$ cat config.mk
export PLATFORM = sky130hd
export DESIGN_NAME = dma_rd_arbiter
export DESIGN_NICKNAME = d
export VERILOG_FILES = /design/src/rtl/dma_rd_arbiter_pkg.sv /design/src/rtl/dma_rd_arbiter_rr_pick.sv /design/src/rtl/dma_rd_arbiter.sv
export SDC_FILE = /design/constraint.sdc
export NUM_CORES = 1
export LEC_CHECK = 0
export CAP_MARGIN = 25
export CORE_ASPECT_RATIO = 0.5
export CORE_UTILIZATION = 40
export CTS_BUF_LIST = sky130_fd_sc_hd__clkbuf_4
export DETAILED_ROUTE_END_ITERATION = 16
export GPL_TIMING_DRIVEN = 1
export MAX_ROUTING_LAYER = met4
export PLACE_DENSITY_LB_ADDON = 0.12
export SLEW_MARGIN = 5
export SYNTH_ARGS = -nofsm -noshare
export SYNTH_HDL_FRONTEND = slang
export SYNTH_SLANG_ARGS = --single-unit
$ cat constraint.sdc
create_clock -name aclk -period 4.13 [get_ports aclk]
set_input_delay 0.413 -clock aclk [delete_from_list [all_inputs] [get_ports aclk]]
set_output_delay 0.413 -clock aclk [all_outputs]
set_load 0.03 [all_outputs]
$ cat src/rtl/dma_rd_arbiter_pkg.sv
// Shared types and helpers for the DMA read-port arbiter.
// State encoding and a width helper for the round-robin pointer.
package dma_arb_pkg;

  typedef enum logic [1:0] {
    ST_IDLE = 2'd0,
    ST_ADDR = 2'd1,
    ST_DATA = 2'd2
  } arb_state_e;

  // Width of an index into n items; never narrower than one bit.
  function automatic int clog2(input int n);
    int w;
    w = 1;
    while ((1 << w) < n) begin
      w = w + 1;
    end
    return w;
  endfunction

endpackage

$ cat src/rtl/dma_rd_arbiter_rr_pick.sv
// Rotating-priority picker: the first set request at or after ptr wins,
// reported both one-hot and as an index.
module rr_pick
  import dma_arb_pkg::*;
#(
  parameter int N  = 3,
  parameter int PW = 2
) (
  input  logic [N-1:0]  req,
  input  logic [PW-1:0] ptr,
  output logic [N-1:0]  gnt,
  output logic [PW-1:0] idx,
  output logic          valid
);

  int            j;
  logic [PW-1:0] jw;

  // Scan from the farthest slot back to ptr so the nearest request is written last.
  always_comb begin
    gnt   = '0;
    idx   = '0;
    valid = 1'b0;
    j     = 0;
    jw    = '0;
    for (int k = N - 1; k >= 0; k--) begin
      j  = (int'(ptr) + k) % N;
      jw = PW'(j);
      if (req[jw]) begin
        gnt     = '0;
        gnt[jw] = 1'b1;
        idx     = jw;
        valid   = 1'b1;
      end else begin
        valid = valid;
      end
    end
  end

endmodule

$ cat src/rtl/dma_rd_arbiter.sv
// Round-robin arbiter sharing one AXI4 read port among NUM_REQ DMA requesters;
// one burst outstanding, R beats routed back to the requester that owns it.
module dma_rd_arbiter
  import dma_arb_pkg::*;
#(
  parameter int NUM_REQ = 3,
  parameter int ADDR_W  = 64,
  parameter int ID_W    = 4,
  parameter int DATA_W  = 32
) (
  input  logic                      aclk,
  input  logic                      aresetn,
  input  logic [NUM_REQ-1:0]        s_arvalid,
  output logic [NUM_REQ-1:0]        s_arready,
  input  logic [NUM_REQ*ID_W-1:0]   s_arid,
  input  logic [NUM_REQ*ADDR_W-1:0] s_araddr,
  input  logic [NUM_REQ*8-1:0]      s_arlen,
  input  logic [NUM_REQ*3-1:0]      s_arsize,
  input  logic [NUM_REQ*2-1:0]      s_arburst,
  input  logic [NUM_REQ*4-1:0]      s_arcache,
  output logic [NUM_REQ-1:0]        s_rvalid,
  input  logic [NUM_REQ-1:0]        s_rready,
  output logic [ID_W-1:0]           s_rid,
  output logic [DATA_W-1:0]         s_rdata,
  output logic [1:0]                s_rresp,
  output logic                      s_rlast,
  output logic                      m_arvalid,
  input  logic                      m_arready,
  output logic [ID_W-1:0]           m_arid,
  output logic [ADDR_W-1:0]         m_araddr,
  output logic [7:0]                m_arlen,
  output logic [2:0]                m_arsize,
  output logic [1:0]                m_arburst,
  output logic [3:0]                m_arcache,
  input  logic                      m_rvalid,
  output logic                      m_rready,
  input  logic [ID_W-1:0]           m_rid,
  input  logic [DATA_W-1:0]         m_rdata,
  input  logic [1:0]                m_rresp,
  input  logic                      m_rlast,
  output logic                      busy,
  output logic [NUM_REQ-1:0]        grant
);

  localparam int PW = clog2(NUM_REQ);

  arb_state_e          state_q, state_d;
  logic [PW-1:0]       rr_ptr_q, rr_ptr_d;
  logic [PW-1:0]       owner_q, owner_d;
  logic [NUM_REQ-1:0]  grant_q, grant_d;
  logic                m_arvalid_q, m_arvalid_d;
  logic [ID_W-1:0]     arid_q, arid_d;
  logic [ADDR_W-1:0]   araddr_q, araddr_d;
  logic [7:0]          arlen_q, arlen_d;
  logic [2:0]          arsize_q, arsize_d;
  logic [1:0]          arburst_q, arburst_d;
  logic [3:0]          arcache_q, arcache_d;

  logic [NUM_REQ-1:0]  pick_gnt;
  logic [PW-1:0]       pick_idx;
  logic                pick_valid;
  logic                in_data;

  rr_pick #(.N(NUM_REQ), .PW(PW)) u_pick (
    .req   (s_arvalid),
    .ptr   (rr_ptr_q),
    .gnt   (pick_gnt),
    .idx   (pick_idx),
    .valid (pick_valid)
  );

  assign in_data = (state_q == ST_DATA);

  // R channel is a pure pass-through to the owner; stray beats outside DATA are stalled.
  assign s_rvalid  = grant_q & {NUM_REQ{in_data & m_rvalid}};
  assign m_rready  = in_data & (|(s_rready & grant_q));
  assign s_rid     = m_rid & {ID_W{in_data}};
  assign s_rdata   = m_rdata & {DATA_W{in_data}};
  assign s_rresp   = m_rresp & {2{in_data}};
  assign s_rlast   = m_rlast & in_data;

  assign m_arvalid = m_arvalid_q;
  assign m_arid    = arid_q;
  assign m_araddr  = araddr_q;
  assign m_arlen   = arlen_q;
  assign m_arsize  = arsize_q;
  assign m_arburst = arburst_q;
  assign m_arcache = arcache_q;
  assign busy      = (state_q != ST_IDLE);
  assign grant     = grant_q;

  // Next-state logic: grant and capture in IDLE, present AR in ADDR, wait for rlast in DATA.
  always_comb begin
    state_d     = state_q;
    rr_ptr_d    = rr_ptr_q;
    owner_d     = owner_q;
    grant_d     = grant_q;
    m_arvalid_d = m_arvalid_q;
    arid_d      = arid_q;
    araddr_d    = araddr_q;
    arlen_d     = arlen_q;
    arsize_d    = arsize_q;
    arburst_d   = arburst_q;
    arcache_d   = arcache_q;
    s_arready   = '0;
    case (state_q)
      ST_IDLE: begin
        if (pick_valid) begin
          s_arready   = pick_gnt;
          owner_d     = pick_idx;
          grant_d     = pick_gnt;
          m_arvalid_d = 1'b1;
          arid_d      = s_arid[pick_idx*ID_W +: ID_W];
          araddr_d    = s_araddr[pick_idx*ADDR_W +: ADDR_W];
          arlen_d     = s_arlen[pick_idx*8 +: 8];
          arsize_d    = s_arsize[pick_idx*3 +: 3];
          arburst_d   = s_arburst[pick_idx*2 +: 2];
          arcache_d   = s_arcache[pick_idx*4 +: 4];
          state_d     = ST_ADDR;
        end else begin
          grant_d = '0;
        end
      end
      ST_ADDR: begin
        if (m_arready) begin
          m_arvalid_d = 1'b0;
          state_d     = ST_DATA;
        end else begin
          m_arvalid_d = 1'b1;
        end
      end
      ST_DATA: begin
        if (m_rvalid && m_rready && m_rlast) begin
          state_d  = ST_IDLE;
          grant_d  = '0;
          rr_ptr_d = (owner_q == PW'(NUM_REQ - 1)) ? '0 : owner_q + PW'(1);
        end else begin
          state_d = ST_DATA;
        end
      end
      default: begin
        state_d     = ST_IDLE;
        grant_d     = '0;
        m_arvalid_d = 1'b0;
      end
    endcase
  end

  // State and AR field registers.
  always_ff @(posedge aclk or negedge aresetn) begin
    if (!aresetn) begin
      state_q     <= ST_IDLE;
      rr_ptr_q    <= '0;
      owner_q     <= '0;
      grant_q     <= '0;
      m_arvalid_q <= 1'b0;
      arid_q      <= '0;
      araddr_q    <= '0;
      arlen_q     <= 8'd0;
      arsize_q    <= 3'd0;
      arburst_q   <= 2'd0;
      arcache_q   <= 4'd0;
    end else begin
      state_q     <= state_d;
      rr_ptr_q    <= rr_ptr_d;
      owner_q     <= owner_d;
      grant_q     <= grant_d;
      m_arvalid_q <= m_arvalid_d;
      arid_q      <= arid_d;
      araddr_q    <= araddr_d;
      arlen_q     <= arlen_d;
      arsize_q    <= arsize_d;
      arburst_q   <= arburst_d;
      arcache_q   <= arcache_d;
    end
  end

endmodule

**Yosys cells after proc, flatten, opt, wreduce, memory -nomap -nowiden**

Index checks and enable logic that the tools add are counted.

- Add/sub/neg operators: 3
- Mux-type cells: 33
- Multipliers: 1
- Equality and inequality tests: 6
- Order comparisons: 6
- Reduce and logical (&&, ||, !) cells: 13
- Shift operators: 6
- Divide/modulo/power cells: 3
- Bitwise gates (word level): 10

Operators with widths:

| operator | number |
|---|---|
| 192-bit by 9-bit variable part select with 64-bit output | 1 |
| 32-bit by 3-bit remainder unit with 32-bit output (second input constant) | 2 |
| 32-bit AND | 1 |
| 3-bit by 3-bit remainder unit with 32-bit output (second input constant) | 1 |
| 12-bit by 5-bit variable part select with 4-bit output | 2 |
| 24-bit by 6-bit variable part select with 8-bit output | 1 |
| 3-bit two-way mux | 6 |
| 2-bit two-way mux | 7 |
| 1-bit two-way mux | 11 |
| 2-bit AND reduction | 5 |
| 2-bit by 3-bit < comparator with 1-bit output (second input constant) | 3 |
| 3-bit one-hot mux with 3 select lines | 1 |
| 9-bit by 5-bit variable part select with 3-bit output | 1 |
| 3-bit AND | 2 |
| 1-bit binary-select mux with 2-bit select | 3 |
| 1-bit demux with 2-bit select | 3 |
| 2-bit by 1-bit greater-or-equal comparator with 1-bit output (second input constant) | 3 |
| 2-bit one-hot mux with 3 select lines | 1 |
| 6-bit by 4-bit variable part select with 2-bit output | 1 |
| 1-bit logical AND | 5 |
| 4-bit AND | 1 |
| 2-bit == test (second input constant) | 2 |
| 2-bit by 2-bit multiplier with 4-bit output (second input constant) | 1 |
| 2-bit inequality test (second input constant) | 2 |
| 12 further kinds | 15 |

- Register bits after elaboration: 95
- Logic and storage cells: 92
- Output and inout port bits: 136
- Input port bits: 304

**Longest topological paths before layout**

- Word-level depth: 11
- Gate-level depth with buffers: 12

**By module**

A second synthesis with hierarchy kept.

- Cell total of the unflattened synthesis: 697
- Area, all modules: 6098.3 µm²

By module, submodules not included:

| module | cells an instance | area an instance (µm²) | sequential area each (µm²) | times used |
|---|---|---|---|---|
| dma_rd_arbiter | 650 | 5749.3 | 2377.3 | 1 |
| rr_pick | 47 | 349.1 | 0.0 | 1 |

**Least setup slack after synthesis**

No wires, ideal clock.

- Path type: register -> output
- From: register rr_ptr_q[0]
- To: output s_arready[0]
- Buffers on the path: 3
- Arrival time: 2.303 ns
- Cell stages (with the launch flop): 10
- Path slack: 1.414 ns
- Path through: dfrtp_1 -> inv_1 -> ha_1 -> buf_4 -> nand2_1 -> o22ai_1 -> buf_2 -> buf_2 -> a221oi_1 -> a211oi_1

- Longest elaborated chain between the ends: 11
- Elaborated cells between the ends (all ways): 34
- Classes of those cells: add/sub (2); div (3); order compare (6); mux (20); reduce/logical (3)

RTL lines:

| what | line | RTL |
|---|---|---|
| start, declared | dma_rd_arbiter.sv:48 | `logic [PW-1:0] rr_ptr_q, rr_ptr_d;` |
| start signal, assigned | dma_rd_arbiter.sv:165 | `rr_ptr_q <= rr_ptr_d;` |
| 2-bit by 2-bit adder with 3-bit output | dma_rd_arbiter_rr_pick.sv:27 | `j = (int'(ptr) + k) % N;` |
| 32-bit by 3-bit remainder unit with 32-bit output | dma_rd_arbiter_rr_pick.sv:27 |  |
| 2-bit by 3-bit < comparator with 1-bit output (implied by the code) or 2-bit by 1-bit greater-or-equal comparator with 1-bit output (tied branches) | dma_rd_arbiter_rr_pick.sv:31 | `gnt[jw] = 1'b1;` |
| 1-bit logical AND (implied by the code) | dma_rd_arbiter_rr_pick.sv:31 |  |
| 1-bit two-way mux (implied by the code) | dma_rd_arbiter_rr_pick.sv:31 |  |
| 1-bit demux with 2-bit select | - |  |
| 3-bit two-way mux (3 in series) | dma_rd_arbiter_rr_pick.sv:29 | `if (req[jw]) begin` |
| 3-bit two-way mux (*) | dma_rd_arbiter.sv:108 | `if (pick_valid) begin` |
| 3-bit two-way mux (*) | dma_rd_arbiter.sv:106 | `case (state_q)` |
| end, declared | dma_rd_arbiter.sv:14 | `output logic [NUM_REQ-1:0] s_arready,` |

Mark *: on every way between the ends. The rest lies on a longest branch, timed or not. The select of a mux whose other input is x is not followed.

**Final worst setup path**

- From: register rr_ptr_q[0]
- To: output s_arready[1]

Same word-level chain as after synthesis.

==> summary.md <==
| Metric | Value |
|---|---|
| Fin util | `61.6%` |
| Max Freq | `0.261 GHz` |
| Clock root buffer | `clkbuf_4` |
| CP max-delay cell | `buf_4` |
| GP Congestion | `0.878` |
| Drt wl/cell | `20.5 µm` |
| Global-route usage over all layers | `30.0%` |
| Max cap viols | `0` |
| Pin count of the biggest net entering global routing | `172` |
| Max Fanout on Critical Path | `103` |
| Mapped Nets | `1422` |
| Unrepaired setup endpoints after global routing | `no` |
| Critical path type | `reg -> out` |
| Hold Path Class | `in -> async` |
| Initial antenna violation count | `1` |
| Die W | `215 µm` |
| Cells along the critical path | `inv_1 > ha_1 > nand2_1 > o22ai_4 > buf_4 > a211oi_1 > or2_1 > nor2_1 > buf_4` |
| Status | `finished clean` |
| Synthesis-to-finish area growth | `48.9%` |
| Setup ws final | `0.297 ns` |
| EDFF count, synth | `0` |
| CP top delay family | `buffers and inverters` |
| Syn_area_per_cell | `8.15 µm²` |
| Reg2Reg Launch Point | `rr_ptr_q[0]` |
| Main flop type after synthesis | `dfrtp_1` |
| Worst-Skew Late Latency | `0.51 ns` |
| Violation count after the first detailed-route iteration | `765` |
| Seq/Total Area, Yosys | `26.1%` |
| Crit path launch | `rr_ptr_q[0]` |
| Port Buffers | `439` |
| Core Region | `22000 µm²` |
| Pin slew with the least headroom to its limit | `1.07 ns` |
| # H-tree levels | `3` |
| Worst path most repeated cell | `buf_4` |
| Critical Path AT | `3.42 ns` |
| CTS max path bufs | `2` |
| Most frequent cells in the layout | `437 x clkdlybuf4s50_1, 95 x dfrtp_1, 91 x inv_1` |
| Vias in the first global route | `10.2k` |
| CP Launch Type | `flop` |
| First-pass GRT wire length | `54700 µm` |
| CTS sink count | `95` |
| Slowest stage delay, CP | `0.82 ns` |
| I/O pins | `440` |
| CP Buf/Inv Count | `3` |
| Final min period | `3.83 ns` |
| Clk slew on worst S/H paths | `0.15 ns` |
| DR DRC count | `0` |
| CTS tree | `yes` |
| Die Footprint | `23400 µm²` |
| Most common cell after layout, fill and taps aside | `clkdlybuf4s50_1` |
| Vias per inst | `6.10` |
| Cell area power density | `723 nW/µm²` |
| Setup Viol. Count Final | `0` |
| Final worst-path cycle share | `92.8%` |
| Pre-Repair DR Iteration Count | `5` |
| Global route overflow | `0` |
| Wirelength, routed | `35700 µm` |
| FP Rows | `38` |
| Worst Setup End Kind | `output port` |
| Final Net Count | `1745` |
| Share of cells above drive strength 1 | `3.33%` |
| Routed Antenna Nets | `0` |
| Req. time, crit path | `3.72 ns` |
| Cells after Synth | `1115` |
| CTS buffer count | `9` |
| Syn. warnings | `0` |
| Max IR drop VDD | `0.607 mV` |
| Yosys cell types | `45` |
| #FFs+latches synth | `95` |
| Pleak | `5.17 nW` |
| Final TNS setup | `0 ns` |
| Max-slew headroom | `28.4%` |
| Post-Syn Area | `9090 µm²` |
| Initial core utilization | `41.4%` |
| Final hold violations | `0` |
| Async SR Flop Fraction | `100%` |
| Cts repair resizes | `0` |
| Die Y | `109 µm` |
| Clk_skew | `0.00899 ns` |
| HPWL Detailed | `23000 µm` |
| Post-placement setup slack | `0.730 ns` |
| Via count | `10.6k` |
| Final Max Slew Viols | `0` |
-- report_power, final --
group          switching (mW)  internal, mW
Clock                   0.350         0.194
Sequential              0.279          1.40
Combinational            4.65          2.92
-- logic make-up (layout without fill, tap and decap cells) --
group / Yosys count / in the layout / share of synthesized area [%]
buffers and inverters: 237 / 565 / 12.2
adders and majority gates: 3 / 3 / 0.413
muxes: 89 / 89 / 9.94
DFF: 95 / 95 / 26.1
AOI/OAI and AO/OA: 366 / 366 / 28.0
other: 0 / 1 / 0
and+or+nand+nor: 325 / 325 / 23.3
-- synthesized netlist by cell type (all sizes together) (2+ instances only) --
master / count / area share, %
dfrtp: 95 / 26
o21ai: 93 / 5.1
inv: 91 / 3.8
mux2i: 89 / 9.9
buf: 87 / 6.1
a21boi: 86 / 7.2
a2111oi: 85 / 8.3
a31oi: 85 / 5.8
and3b: 85 / 8.2
nand4: 85 / 5.8
nor3: 85 / 4.7
clkbuf: 59 / 2.4
and2: 40 / 2.8
nor2: 7 / 0.32
nand2: 6 / 0.28
and3: 4 / 0.28
nand2b: 4 / 0.28
a21o: 3 / 0.25
ha: 3 / 0.41
nand3b: 3 / 0.25
nor2b: 3 / 0.21
a211oi: 2 / 0.17
o22ai: 2 / 0.14
or2: 2 / 0.14
-- worst paths after layout --
| path | slack (ns) | to | cells after the start |
|---|---|---|---|
| hold reg to reg | 0.52 | m_araddr[47] | 2 |
| max in group asynchronous | 3.06 | m_araddr[7] | 3 |
| hold / removal | 0.35 | m_araddr[6] | 2 |
| setup reg to reg | 0.85 | m_araddr[18] | 9 |
| setup / recovery | 0.30 | s_arready[1] | 9 |
| min in group aclk | 0.52 | state_q[1] | 3 |
-- cell type report --
cell class	count	area [µm²]
repair buffers	458	4640
inverters	91	342
diodes	1	2.50
flip-flops and latches	95	2380
clock buffers	11	82.6
well taps	300	375
fillers	1954	8420
clock inverters	5	48.8
multi-input cells	783	5670
-- per-layer routing --
metal	vias up	global-route usage, %	routed length (µm)
met4	0	11.4	1150
li1	4890	-	-
met1	5200	37.1	14800
met2	470	49.9	17500
met3	85	4.74	2210
met5	-	-	0
-- registers in the layout, indices dropped and copies added (netlist names) --
name / flops
owner_q: 2
state_q: 2
m_araddr: 64
m_arid: 4
m_arcache: 4
rr_ptr_q: 2
m_arburst: 2
grant: 3
m_arvalid: 1
m_arlen: 8
m_arsize: 3
-- per-stage QoR --
step                total power [mW]  hold WS (ns)  std cells  instance area (µm²)
global placement                8.94         0.488       1723                13300
detailed placement              9.18         0.495       1723                13300
CTS                             9.72        0.0514       1739                13500
finish                          9.79         0.352       1744                13500
global route                    10.4         0.356       1744                13500
floorplan                       6.94         0.117       1115                 9090
-- what timing repair did --
| action | in CTS | in global routing |
|---|---|---|
| hold endpoints to repair | 0 | 26 |
| hold buffers | 0 | 1 |
| buffers inserted | 0 | 0 |
No activity file was read; power rests on OpenSTA's default activity.
